## src/rtl/apu_pkg.sv

```systemverilog
// +---------------------------------------------------------------+
// | apu_pkg: shared APU constants (length table, register map)    |
// | Rev 1.0                                                       |
// +---------------------------------------------------------------+
`default_nettype none

package apu_pkg;

  localparam logic [1:0] ADDR_TRI_CTRL = 2'd0;
  localparam logic [1:0] ADDR_TRI_TLO  = 2'd2;
  localparam logic [1:0] ADDR_TRI_THI  = 2'd3;

  localparam logic [7:0] LEN_TABLE [32] = '{
    8'd10,  8'd254, 8'd20,  8'd2,   8'd40,  8'd4,   8'd80,  8'd6,
    8'd160, 8'd8,   8'd60,  8'd10,  8'd14,  8'd12,  8'd26,  8'd14,
    8'd12,  8'd16,  8'd24,  8'd18,  8'd48,  8'd20,  8'd96,  8'd22,
    8'd192, 8'd24,  8'd72,  8'd26,  8'd16,  8'd28,  8'd32,  8'd30
  };

  function automatic logic [7:0] len_lookup(input logic [4:0] idx);
    return LEN_TABLE[idx];
  endfunction

endpackage

`default_nettype wire

```

## src/rtl/tri_linear_counter.sv

```systemverilog
// +---------------------------------------------------------------+
// | tri_linear_counter: triangle linear counter + reload flag     |
// | Rev 1.0                                                       |
// +---------------------------------------------------------------+
`default_nettype none

module tri_linear_counter
  import apu_pkg::*;
#(
  parameter int LIN_WIDTH = 7
) (
  input  logic                 clk_i,
  input  logic                 rst_ni,
  input  logic                 quarter_frame_i,
  input  logic                 ctrl_flag_i,
  input  logic [LIN_WIDTH-1:0] lin_reload_i,
  input  logic                 reload_set_i,
  output logic [LIN_WIDTH-1:0] linear_o
);

  logic [LIN_WIDTH-1:0] linear_q, linear_d;
  logic                 reload_q, reload_d;
  logic                 reload_eff;

  // A same-cycle length/tone-high write must already count as a pending reload.
  assign reload_eff = reload_q | reload_set_i;

  always_comb begin
    linear_d = linear_q;
    reload_d = reload_eff;
    if (quarter_frame_i) begin
      if (reload_eff) begin
        linear_d = lin_reload_i;
      end else if (linear_q != '0) begin
        linear_d = linear_q - 1'b1;
      end
      if (!ctrl_flag_i) begin
        reload_d = 1'b0;
      end
    end
  end

  always_ff @(posedge clk_i or negedge rst_ni) begin
    if (!rst_ni) begin
      linear_q <= '0;
      reload_q <= 1'b0;
    end else begin
      linear_q <= linear_d;
      reload_q <= reload_d;
    end
  end

  assign linear_o = linear_q;

endmodule

`default_nettype wire

```

## src/rtl/triangle_channel_ctrl.sv

```systemverilog
// +---------------------------------------------------------------+
// | triangle_channel_ctrl: triangle voice registers, length/linear|
// | counters and phase-step gating. Rev 1.0                       |
// +---------------------------------------------------------------+
`default_nettype none

module triangle_channel_ctrl
  import apu_pkg::*;
#(
  parameter int TONE_WIDTH = 10,
  parameter int LIN_WIDTH  = 7,
  parameter int MIN_TONE   = 2
) (
  input  logic                  clk_in,
  input  logic                  rst_n_in,
  input  logic                  wr_en_in,
  input  logic [1:0]            wr_addr_in,
  input  logic [7:0]            wr_data_in,
  input  logic                  enable_in,
  input  logic                  quarter_frame_in,
  input  logic                  half_frame_in,
  input  logic                  step_in,
  output logic [TONE_WIDTH-1:0] tone_out,
  output logic                  step_out,
  output logic                  active_out
);

  logic                  ctrl_q, ctrl_d;
  logic [LIN_WIDTH-1:0]  lin_reload_q, lin_reload_d;
  logic [TONE_WIDTH-1:0] tone_q, tone_d;
  logic [7:0]            length_q, length_d;
  logic                  step_q, step_d;
  logic                  active_q;
  logic [LIN_WIDTH-1:0]  linear;
  logic                  wr_ctrl, wr_tlo, wr_thi;

  assign wr_ctrl = wr_en_in && (wr_addr_in == ADDR_TRI_CTRL);
  assign wr_tlo  = wr_en_in && (wr_addr_in == ADDR_TRI_TLO);
  assign wr_thi  = wr_en_in && (wr_addr_in == ADDR_TRI_THI);

  always_comb begin
    ctrl_d       = ctrl_q;
    lin_reload_d = lin_reload_q;
    tone_d       = tone_q;
    if (wr_ctrl) begin
      ctrl_d       = wr_data_in[7];
      lin_reload_d = wr_data_in[LIN_WIDTH-1:0];
    end
    if (wr_tlo) begin
      tone_d[7:0] = wr_data_in;
    end
    if (wr_thi) begin
      tone_d[9:8] = wr_data_in[1:0];
    end
  end

  // Load beats a same-cycle half-frame decrement; frame logic sees pre-write ctrl.
  always_comb begin
    length_d = length_q;
    if (!enable_in) begin
      length_d = '0;
    end else if (wr_thi) begin
      length_d = len_lookup(wr_data_in[7:3]);
    end else if (half_frame_in && (length_q != '0) && !ctrl_q) begin
      length_d = length_q - 8'd1;
    end
  end

  tri_linear_counter #(
    .LIN_WIDTH (LIN_WIDTH)
  ) u_linear (
    .clk_i           (clk_in),
    .rst_ni          (rst_n_in),
    .quarter_frame_i (quarter_frame_in),
    .ctrl_flag_i     (ctrl_q),
    .lin_reload_i    (lin_reload_q),
    .reload_set_i    (wr_thi),
    .linear_o        (linear)
  );

  assign step_d = step_in && (length_q != '0) && (linear != '0)
                  && (tone_q >= TONE_WIDTH'(MIN_TONE));

  always_ff @(posedge clk_in or negedge rst_n_in) begin
    if (!rst_n_in) begin
      ctrl_q       <= 1'b0;
      lin_reload_q <= '0;
      tone_q       <= '0;
      length_q     <= '0;
      step_q       <= 1'b0;
      active_q     <= 1'b0;
    end else begin
      ctrl_q       <= ctrl_d;
      lin_reload_q <= lin_reload_d;
      tone_q       <= tone_d;
      length_q     <= length_d;
      step_q       <= step_d;
      active_q     <= (length_d != '0);
    end
  end

  assign tone_out   = tone_q;
  assign step_out   = step_q;
  assign active_out = active_q;

endmodule

`default_nettype wire

```

## config.mk

```make
export PLATFORM = sky130hd
export DESIGN_NAME = triangle_channel_ctrl
export DESIGN_NICKNAME = d
export VERILOG_FILES = /design/src/rtl/apu_pkg.sv /design/src/rtl/tri_linear_counter.sv /design/src/rtl/triangle_channel_ctrl.sv
export SDC_FILE = /design/constraint.sdc
export NUM_CORES = 1
export LEC_CHECK = 0
export CAP_MARGIN = 10
export CORE_ASPECT_RATIO = 1.75
export CORE_UTILIZATION = 35
export DETAILED_ROUTE_END_ITERATION = 16
export GPL_ROUTABILITY_DRIVEN = 0
export GPL_TIMING_DRIVEN = 1
export PLACE_DENSITY = 0.62
export SYNTH_ARGS = -nofsm -noshare
export SYNTH_HDL_FRONTEND = slang
export SYNTH_SLANG_ARGS = --single-unit
```

## constraint.sdc

```tcl
create_clock -name clk_in -period 6.9 [get_ports clk_in]
set_clock_uncertainty 0.05 [all_clocks]
set_input_delay 1.38 -clock clk_in [delete_from_list [all_inputs] [get_ports clk_in]]
set_output_delay 1.38 -clock clk_in [all_outputs]
set_load 0.005 [all_outputs]
```

# After elaboration in Yosys (flattened, before gate mapping)

Memories as Yosys holds them, arrays and structs flattened.
Cells that the tools add are included.

Add/subtract/negate cells: 2
Magnitude comparators: 2
Equal/unequal tests: 2
Muxes and demuxes: 9
Bitwise logic cells: 2
Reductions and logical operators: 15

Operator list:

| kind                                                                                  | number |
|---|---|
| 8-bit 2-to-1 mux                                                                      | 5 |
| 8-bit nonzero test                                                                    | 2 |
| 7-bit 2-to-1 mux                                                                      | 2 |
| 10-bit by 2-bit greater-or-equal comparator with 1-bit output (second input constant) | 1 |
| 1-bit logical AND                                                                     | 8 |
| 8-bit by 1-bit subtractor with 8-bit output (second input constant)                   | 1 |
| 7-bit nonzero test                                                                    | 1 |
| 7-bit by 1-bit subtractor with 7-bit output (second input constant)                   | 1 |
| 6-bit greater-or-equal comparator (second input constant)                             | 1 |
| 5-bit NOT with 6-bit output                                                           | 1 |
| 2-bit == test (second input constant)                                                 | 2 |
| 2-bit zero test                                                                       | 1 |
| 1-bit 2-to-1 mux                                                                      | 2 |
| 2-bit AND reduction                                                                   | 1 |
| 2-bit nonzero test                                                                    | 1 |
| 1-bit zero test                                                                       | 1 |
| 1-bit OR                                                                              | 1 |

Register bits: 36
Bits in read-only memories: 256
Bits of input ports: 17
Output and inout bits: 12
Word-level logic and storage cells: 42
Memories kept: 1

Memories:

| name            | depth | bits a word | read ports | clocked after Yosys merged registers in | write ports | line          | text |
|---|---|---|---|---|---|---|---|
| (no name shown) | 32    | 8           | 1          | 0                                       | 0           | apu_pkg.sv:21 | `return LEN_TABLE[idx];` |

# Depth between registers and ports, before layout

Depth in word-level cells: 7
Depth in mapped cells: 8
Gate-level depth less buffers: 8

# By module

From an unflattened synthesis, not the netlist that was laid out.

Cell total of the unflattened synthesis: 238
Area total of the unflattened synthesis: 2318.5 um^2

Modules (own cells, without submodules):

| module                | times used | cells an instance | area an instance (um^2) | seq. area each (um^2) |
|---|---|---|---|---|
| triangle_channel_ctrl | 1          | 181               | 1808.0                  | 700.7 |
| tri_linear_counter    | 1          | 57                | 510.5                   | 200.2 |

# Least setup slack after synthesis

Ideal clock, no wire load.

Kind: in2reg
From: in wr_data_in[5]
To: reg active_q (netlist: active_out)
Setup time: 0.129 ns
Arrival time: 2.610 ns
Data required time: 6.721 ns
Path slack: 4.111 ns
Stages: 7
Path buffers: 1
Path through: clkbuf_1 -> nor2_1 -> mux2_2 -> o22ai_1 -> o22ai_1 -> nor4_1 -> nand2_1

Cells in the longest elaborated chain, start to end: 7

Ends and longest elaborated chain:

| element                                              | line                        | text |
|---|---|---|
| start, declared                                      | triangle_channel_ctrl.sv:18 | `input logic [7:0] wr_data_in,` |
| 5-bit NOT with 6-bit output (not written as such)    | apu_pkg.sv:21               |  |
| memory 32 x 8 bit                                    | --                          |  |
| 8-bit 2-to-1 mux (not written as such) (2 in series) | apu_pkg.sv:21               |  |
| 8-bit 2-to-1 mux                                     | triangle_channel_ctrl.sv:62 | `end else if (wr_thi) begin` |
| 8-bit 2-to-1 mux                                     | triangle_channel_ctrl.sv:60 | `if (!enable_in) begin` |
| net length_d[4]                                      | triangle_channel_ctrl.sv:31 | `logic [7:0] length_q, length_d;` |
| 8-bit nonzero test                                   | triangle_channel_ctrl.sv:98 | `active_q <= (length_d != '0);` |
| end signal, assigned                                 | triangle_channel_ctrl.sv:98 |  |
| end, declared                                        | triangle_channel_ctrl.sv:33 | `logic active_q;` |

The timed path passes the listed nets, and every way through them passes these cells. The select of a mux whose other input is x is not followed.
A chain may end at the register's enable or synchronous reset.

# Worst setup path in the final report

From: in wr_addr_in[0]
To: reg u_linear.linear_q[0] (netlist: u_linear.linear_o[0])

Cells in the longest elaborated chain, start to end: 5
Elaborated cells between the ends (all ways): 6
Classes of those cells: eq/ne (1); mux (1); bitwise (1); reduce/logical (3)

Ends and longest elaborated chain:

| element                       | line                        | text |
|---|---|---|
| start, declared               | triangle_channel_ctrl.sv:17 | `input logic [1:0] wr_addr_in,` |
| 2-bit == test (*)             | triangle_channel_ctrl.sv:39 | `assign wr_thi = wr_en_in && (wr_addr_in == ADDR_TRI_THI);` |
| 1-bit logical AND (*)         | triangle_channel_ctrl.sv:39 |  |
| 1-bit OR (*)                  | tri_linear_counter.sv:26    | `assign reload_eff = reload_q \| reload_set_i;` |
| 2-bit nonzero test (no line)  | --                          |  |
| 2-bit AND reduction (no line) | --                          |  |
| end signal, assigned          | tri_linear_counter.sv:48    | `linear_q <= linear_d;` |
| end, declared                 | tri_linear_counter.sv:21    | `logic [LIN_WIDTH-1:0] linear_q, linear_d;` |

Mark *: on every way between the ends. The rest lies on a longest branch, timed or not.

==> impl_metrics.yaml <==
run_status:
  status: "complete, no violations"
worst_setup_path:
  arrival_ns: 3.70
  required_ns: 7.03
  worstSetupStartpointType: "input port"
  critPathKind: "in -> reg"
  cp_max_fo: 14
  cp-end-kind: "register"
logic_synthesis:
  synth.distinct_cells: 45
  ys_ff_latch: 36
  ys_seq_area_share_pct: 41.5
  async_flop_share_pct: 100
  synth_edf_count: 0
  avgSynthCellArea_um2: 9.16
  synth_top_flop_cell: "dfrtp_1"
  syn_nets: 264
  syn_inst: 237
  ys_warn_count: 0
  syn_area_mm2: 0.00217
power_and_ir_drop:
  power.internal_uw: 479
  power_frac_clock_pct: 21.3
  switching_power_uw: 252
  sw_frac_of_total_pct: 34.4
  p_per_area_mw_per_mm2: 282
  share_comb_of_total_power_pct: 35.7
  pwr-share-seq_pct: 43.0
  leakage_uw: 0.00107
  peakVddDrop_uv: 171
clock_network:
  root_buffer: "clkbuf_8"
  cts_hold_buf: 0
  clock_path_buffers: 2
  cts.sinks: 36
  cts_max_level: 2
  cts_tree: "yes"
  clk_latency_ns: 0.28
  postCtsSetupBuffers: 0
  ctsResizeCount: 0
  cts_buffers: 5
  clk_pin_slew_ns: 0.08
global_route:
  grtUsageMet3_pct: 1.95
  grt-busiest-layer: "met2"
  antenna_found_initial: 0
  gr-total-overflow: 0
  grt_pass1_vias: 1786
  grt_pass1_wl_um: 8550
  grt_use_met2_pct: 29.6
  track_usage_pct: 17.4
  use_met1_pct: 21.4
  grt_max_degree: 37
sta:
  setup_ws_ns: 3.33
  fin_setup_tns_ns: 0
  hold_viol_final: 0
  relSlewSlack_pct: 23.7
  max_freq_mhz: 280
  maxSlewViolCount: 0
  hold_ws_ns: 0.461
  rsz0062_at_grt: "false"
  setup_viol: 0
  fin_crit_ns: 3.58
  fin_crit_sh_pct: 51.8
  tightest_slew_ns: 1.14
route:
  drc: 0
  drtAntennaViolNets: 0
  wl_per_cell_um: 14.6
  dr.pass1.iters: 4
  num_vias: 1796
  avgViaCountPerCell: 5.27
  drt_iter0_drc: 37
  wirelength_um: 4980
worst_hold_path:
  holdCritPathClass: "reg -> reg"
finish:
  drive_above_1_share_pct: 10.3
  multiInputGateArea_mm2: 0.00119
  fillers: 627
  register_area_um2: 901
  diodes: 0
  nNetsFinal: 289
  layout-area-overhead-vs-synth_pct: 19.4
job:
  cap_viol_max_count: 0
placement:
  place_ws_ns: 3.02
  port_buffers: 28
  hpwl_um: 3750
floorplanning:
  ios: 29
  start_util_pct: 36.7
  die_area_mm2: 0.00654
  die_w_um: 61.6
  row_count: 37
  die_h_um: 106
  core_mm2: 0.00593
worst paths after layout:
path	startpoint	endpoint	slack [ns]	cells after the start
max reg2reg	length_q[0]$_DFF_PN0_	active_out$_DFF_PN0_	4.46	8
max in group asynchronous	rst_n_in	lin_reload_q[0]$_DFFE_PN0P_	5.17	1
min reg2reg	lin_reload_q[0]$_DFFE_PN0P_	u_linear.linear_o[0]$_DFFE_PN0P_	0.46	2
max	wr_addr_in[0]	u_linear.linear_o[0]$_DFFE_PN0P_	3.33	7
min	lin_reload_q[0]$_DFFE_PN0P_	u_linear.linear_o[0]$_DFFE_PN0P_	0.46	2
min in group asynchronous	rst_n_in	length_q[3]$_DFF_PN0_	1.13	1
critical path, stage by stage:
cell and delay [ns]:
clkdlybuf4s50_1 0.45, nand3_1 0.33, nand2b_1 0.33, o21ai_0 0.90, nor3_1 0.09, a21oi_1 0.16, nand2_1 0.06
through the flow:
stage	power, µW	instance area, µm²	utilization [%]	cells
6_report	731	2590	43.8	341
5_1_grt	787	2590	43.8	341
4_1_cts	736	2590	43.8	341
3_3_place_gp	575	2500	42.2	333
2_1_floorplan	487	2170	-	237
3_5_place_dp	578	2500	42.2	333
registers in the layout (all words and copies together) (netlist names):
| signal | flops |
|---|---|
| tone_out | 10 |
| length_q | 8 |
| lin_reload_q | 7 |
| u_linear.linear_o | 7 |
| active_out | 1 |
| ctrl_q | 1 |
| step_out | 1 |
| u_linear.reload_q | 1 |
power groups by stage:
stage	Clock (µW)	Sequential [µW]	Combinational, µW
floorplan	0	305	183
global placement	0	316	259
detailed placement	0	318	260
CTS	160	314	262
global route	169	324	294
finish	155	314	261
area by class of cell:
| class | count | area share [%] |
|---|---|---|
| multi-input combinational | 182 | 46.0 |
| sequential | 36 | 34.7 |
| timing repair buffer | 28 | 10.6 |
| tap | 78 | 3.76 |
| clock buffer | 7 | 3.33 |
| inverter | 9 | 1.30 |
| clock inverter | 1 | 0.289 |
logic make-up after synthesis:
kind of cell / share of synthesized area, %
buffers and inverters: 3.63
and+or+nand+nor: 23.4
DFF: 41.5
xor gates and xnor gates: 1.61
AOI/OAI and AO/OA: 16.3
muxes: 7.83
adders and majority gates: 5.76
cell usage in the layout, fill, tap and decap left out, types with 3 or more instances in the layout:
cell | netlist | final
ha_1 | 10 | 10
nand2_1 | 27 | 27
nor3_1 | 7 | 7
nor2b_1 | 5 | 5
nand3b_1 | 7 | 7
or3_1 | 3 | 3
mux2_2 | 12 | 12
nor4_1 | 6 | 6
o21ai_0 | 18 | 18
and3_1 | 3 | 3
nand3_1 | 6 | 6
nor2_1 | 21 | 21
clkdlybuf4s50_1 | 0 | 27
a21oi_1 | 15 | 15
inv_1 | 9 | 9
dfrtp_1 | 36 | 36
clkbuf_8 | 0 | 6
a211oi_1 | 3 | 3
Yosys cell counts (all sizes together) (2+ instances only):
cell type	number	area share (%)
nor3	7	1.6
ha	10	5.8
nor4b	2	0.81
o22ai	3	1.2
a22o	2	0.81
buf	2	0.69
nor2b	5	1.4
nor4	6	1.7
nand2	27	4.7
or3b	2	0.81
dfrtp	36	41
and3	3	0.86
xnor2	2	0.81
o311ai	2	0.81
a31oi	2	0.58
inv	9	1.6
nor2	21	3.6
nand3b	7	2.4
o21ai	18	4.1
a211oi	3	1.0
or3	3	0.86
nand4	2	0.58
clkbuf	8	1.4
mux2	13	6.9
nand3	6	1.4
mux2i	2	0.92
nand2b	2	0.58
xor2	2	0.81
a22oi	2	0.69
a21oi	15	3.5
nor3b	2	0.69
routing by layer:
metal	up-vias	wire length (µm)
met5	-	0
met4	0	82
met3	5	91
met2	23	2710
met1	860	2100
li1	908	-
No activity file was read; power rests on OpenSTA's default activity.
==> patch, RTL diff (same settings) <==
Put one more register stage on the output `tone_out`, without a reset. The value now appears one clock later. The other outputs are not delayed to match.
--- a/src/rtl/triangle_channel_ctrl.sv
+++ b/src/rtl/triangle_channel_ctrl.sv
@@ -101,3 +101,5 @@
 
-  assign tone_out   = tone_q;
+  always_ff @(posedge clk_in) begin
+    tone_out <= tone_q;
+  end
   assign step_out   = step_q;
Behaviour: not the same (a bounded check fails within 4 cycles, from zero or initial values and one cycle with rst_n_in low).
==> patch against the original RTL <==
First-iteration DRC count is 100% higher; power up 31%; non-clock buffer count grew 1; setup slack got worse by 0.13 ns; wire length increased by 6.0%; count of clock-buffer cells in the layout down 2; sequential power rose by 23%; sequential cell count up 10; area after synthesis up 9.3%; cell area up 12%; synthesized cell count increased by 3.8%; clock power rose by 99%; critical endpoint is now u_linear.linear_o[6]$_DFFE_PN0P_; largest cell class unchanged; largest power group unchanged.
==> patch: results (changes against the original RTL) <==
Final layout
  – Share of layout cells above drive strength 1: 11.0% (+0.72 points)
  – Fin nets: 299 (+3.5%)
  – FILL cells: 674 (+7.5%)

Placement
  – DP HPWL: 3.98 mm (+6.0%)
  – Placed inst area: 0.00271 mm2 (+8.6%)

Yosys
  – Seq/Total Area, Yosys: 46.4% (+4.9 points)
  – Top post-synthesis cells by area: dfrtp_1 (38%), dfxtp_1 (8.4%), mux2_2 (5.7%)
  – Synthesized net count: 273 (+3.4%)
  – List of most frequent post-synthesis cells: dfrtp_1 (36), nand2_1 (24), nor2_1 (21)
  – FFs w/ async S/R, synth: 78.3% (-22 points)

CTS
  – Root Buffer: clkbuf_16
  – CTS clk-pin slew, worst paths: 0.06 ns (-0.02 ns)
  – H-tree levels: 2 (unchanged)

Route
  – 1st-iter DRT viols: 75 (+100%)
  – Final WL: 5.28 mm (+6.0%)
  – Vias per cell: 5.33 (+1.2%)

GRT
  – Number of global-route vias before repair: 1823 (+2.1%)
  – Total track usage: 16.5% (-0.95 points)
  – First-pass GRT wire length: 8.95 mm (+4.7%)
  – Largest net degree at the start of global routing: 37 (unchanged)

Worst setup path
  – Worst-path fanout max: 12 (-2)
  – Worst r2r src: u_linear.linear_o[3]$_DFFE_PN0P_

Pwr
  – Clk pwr: 0.308 mW (+99%)
  – Seq pwr share: 40.6% (-2.4 points)
  – Sequential logic power: 0.387 mW (+23%)
  – Maximum vdd drop: 0.000139 V (-19%)
  – Internal: 0.673 mW (+40%)
  – Leak: 1.19 nW (+12%)

Run status
  – Outcome: finished clean

Hold path
  – Hold Crit Start: tone_q[0]$_DFFE_PN0P_

STA
  – Worst slew pin tran: 1.03 ns (-0.111 ns)
patch: layer usage:
metal / up-vias / routed length (um) / track usage, %
met2: 30 / 2910 / 28.9
li1: 933 / - / -
met3: 8 / 138 / 2.67
met5: - / 0 / 0
met4: 0 / 123 / 7.70
met1: 922 / 2100 / 18.9
patch: per-stage QoR:
stage               instances  hold slack, ns  setup slack, ns  utilization (%)
floorplan                 246           0.292             4.11                -
global placement          347           0.302             3.06             41.5
detailed placement        347           0.307             2.97             41.5
CTS                       355           0.322             3.22             44.5
global route              355           0.339             2.94             44.5
finish                    355           0.320             3.19             44.5
patch: final cells by class:
type | instances | area share [%]
Multi-Input combinational cell | 181 | 41.0
Sequential cell | 46 | 37.9
Timing Repair Buffer | 29 | 9.72
Clock buffer | 5 | 4.30
Tap cell | 82 | 3.53
Clock inverter | 3 | 2.37
Inverter | 9 | 1.16
patch: worst paths after layout:
kind	cells after the start	slack, ns	to
setup / recovery	6	3.19	u_linear.linear_o[6]$_DFFE_PN0P_
hold / removal	0	0.32	tone_out[0]$_DFF_P_
min in group asynchronous	1	1.13	u_linear.linear_o[5]$_DFFE_PN0P_
max in group asynchronous	1	5.15	tone_q[6]$_DFFE_PN0P_
hold reg to reg	0	0.32	tone_out[0]$_DFF_P_
setup reg to reg	5	4.52	u_linear.linear_o[6]$_DFFE_PN0P_
patch: cells by family (layout without fill, tap and decap cells):
logic type	count (synthesis)	after routing	synth area share [%]
fa+ha+maj	10	10	5.27
simple gates	96	96	21.3
mux	15	15	7.17
flops	46	46	46.4
buf+inv	19	46	3.32
xor+xnor	4	4	1.48
compound gates	56	56	15.1
patch: worst max-delay path, stage by stage:
cell and delay (ns):
clkdlybuf4s50_1 0.45, nand3_1 0.34, nand2b_1 0.33, o21ai_0 0.90, o21ba_2 0.27, o22a_1 0.17
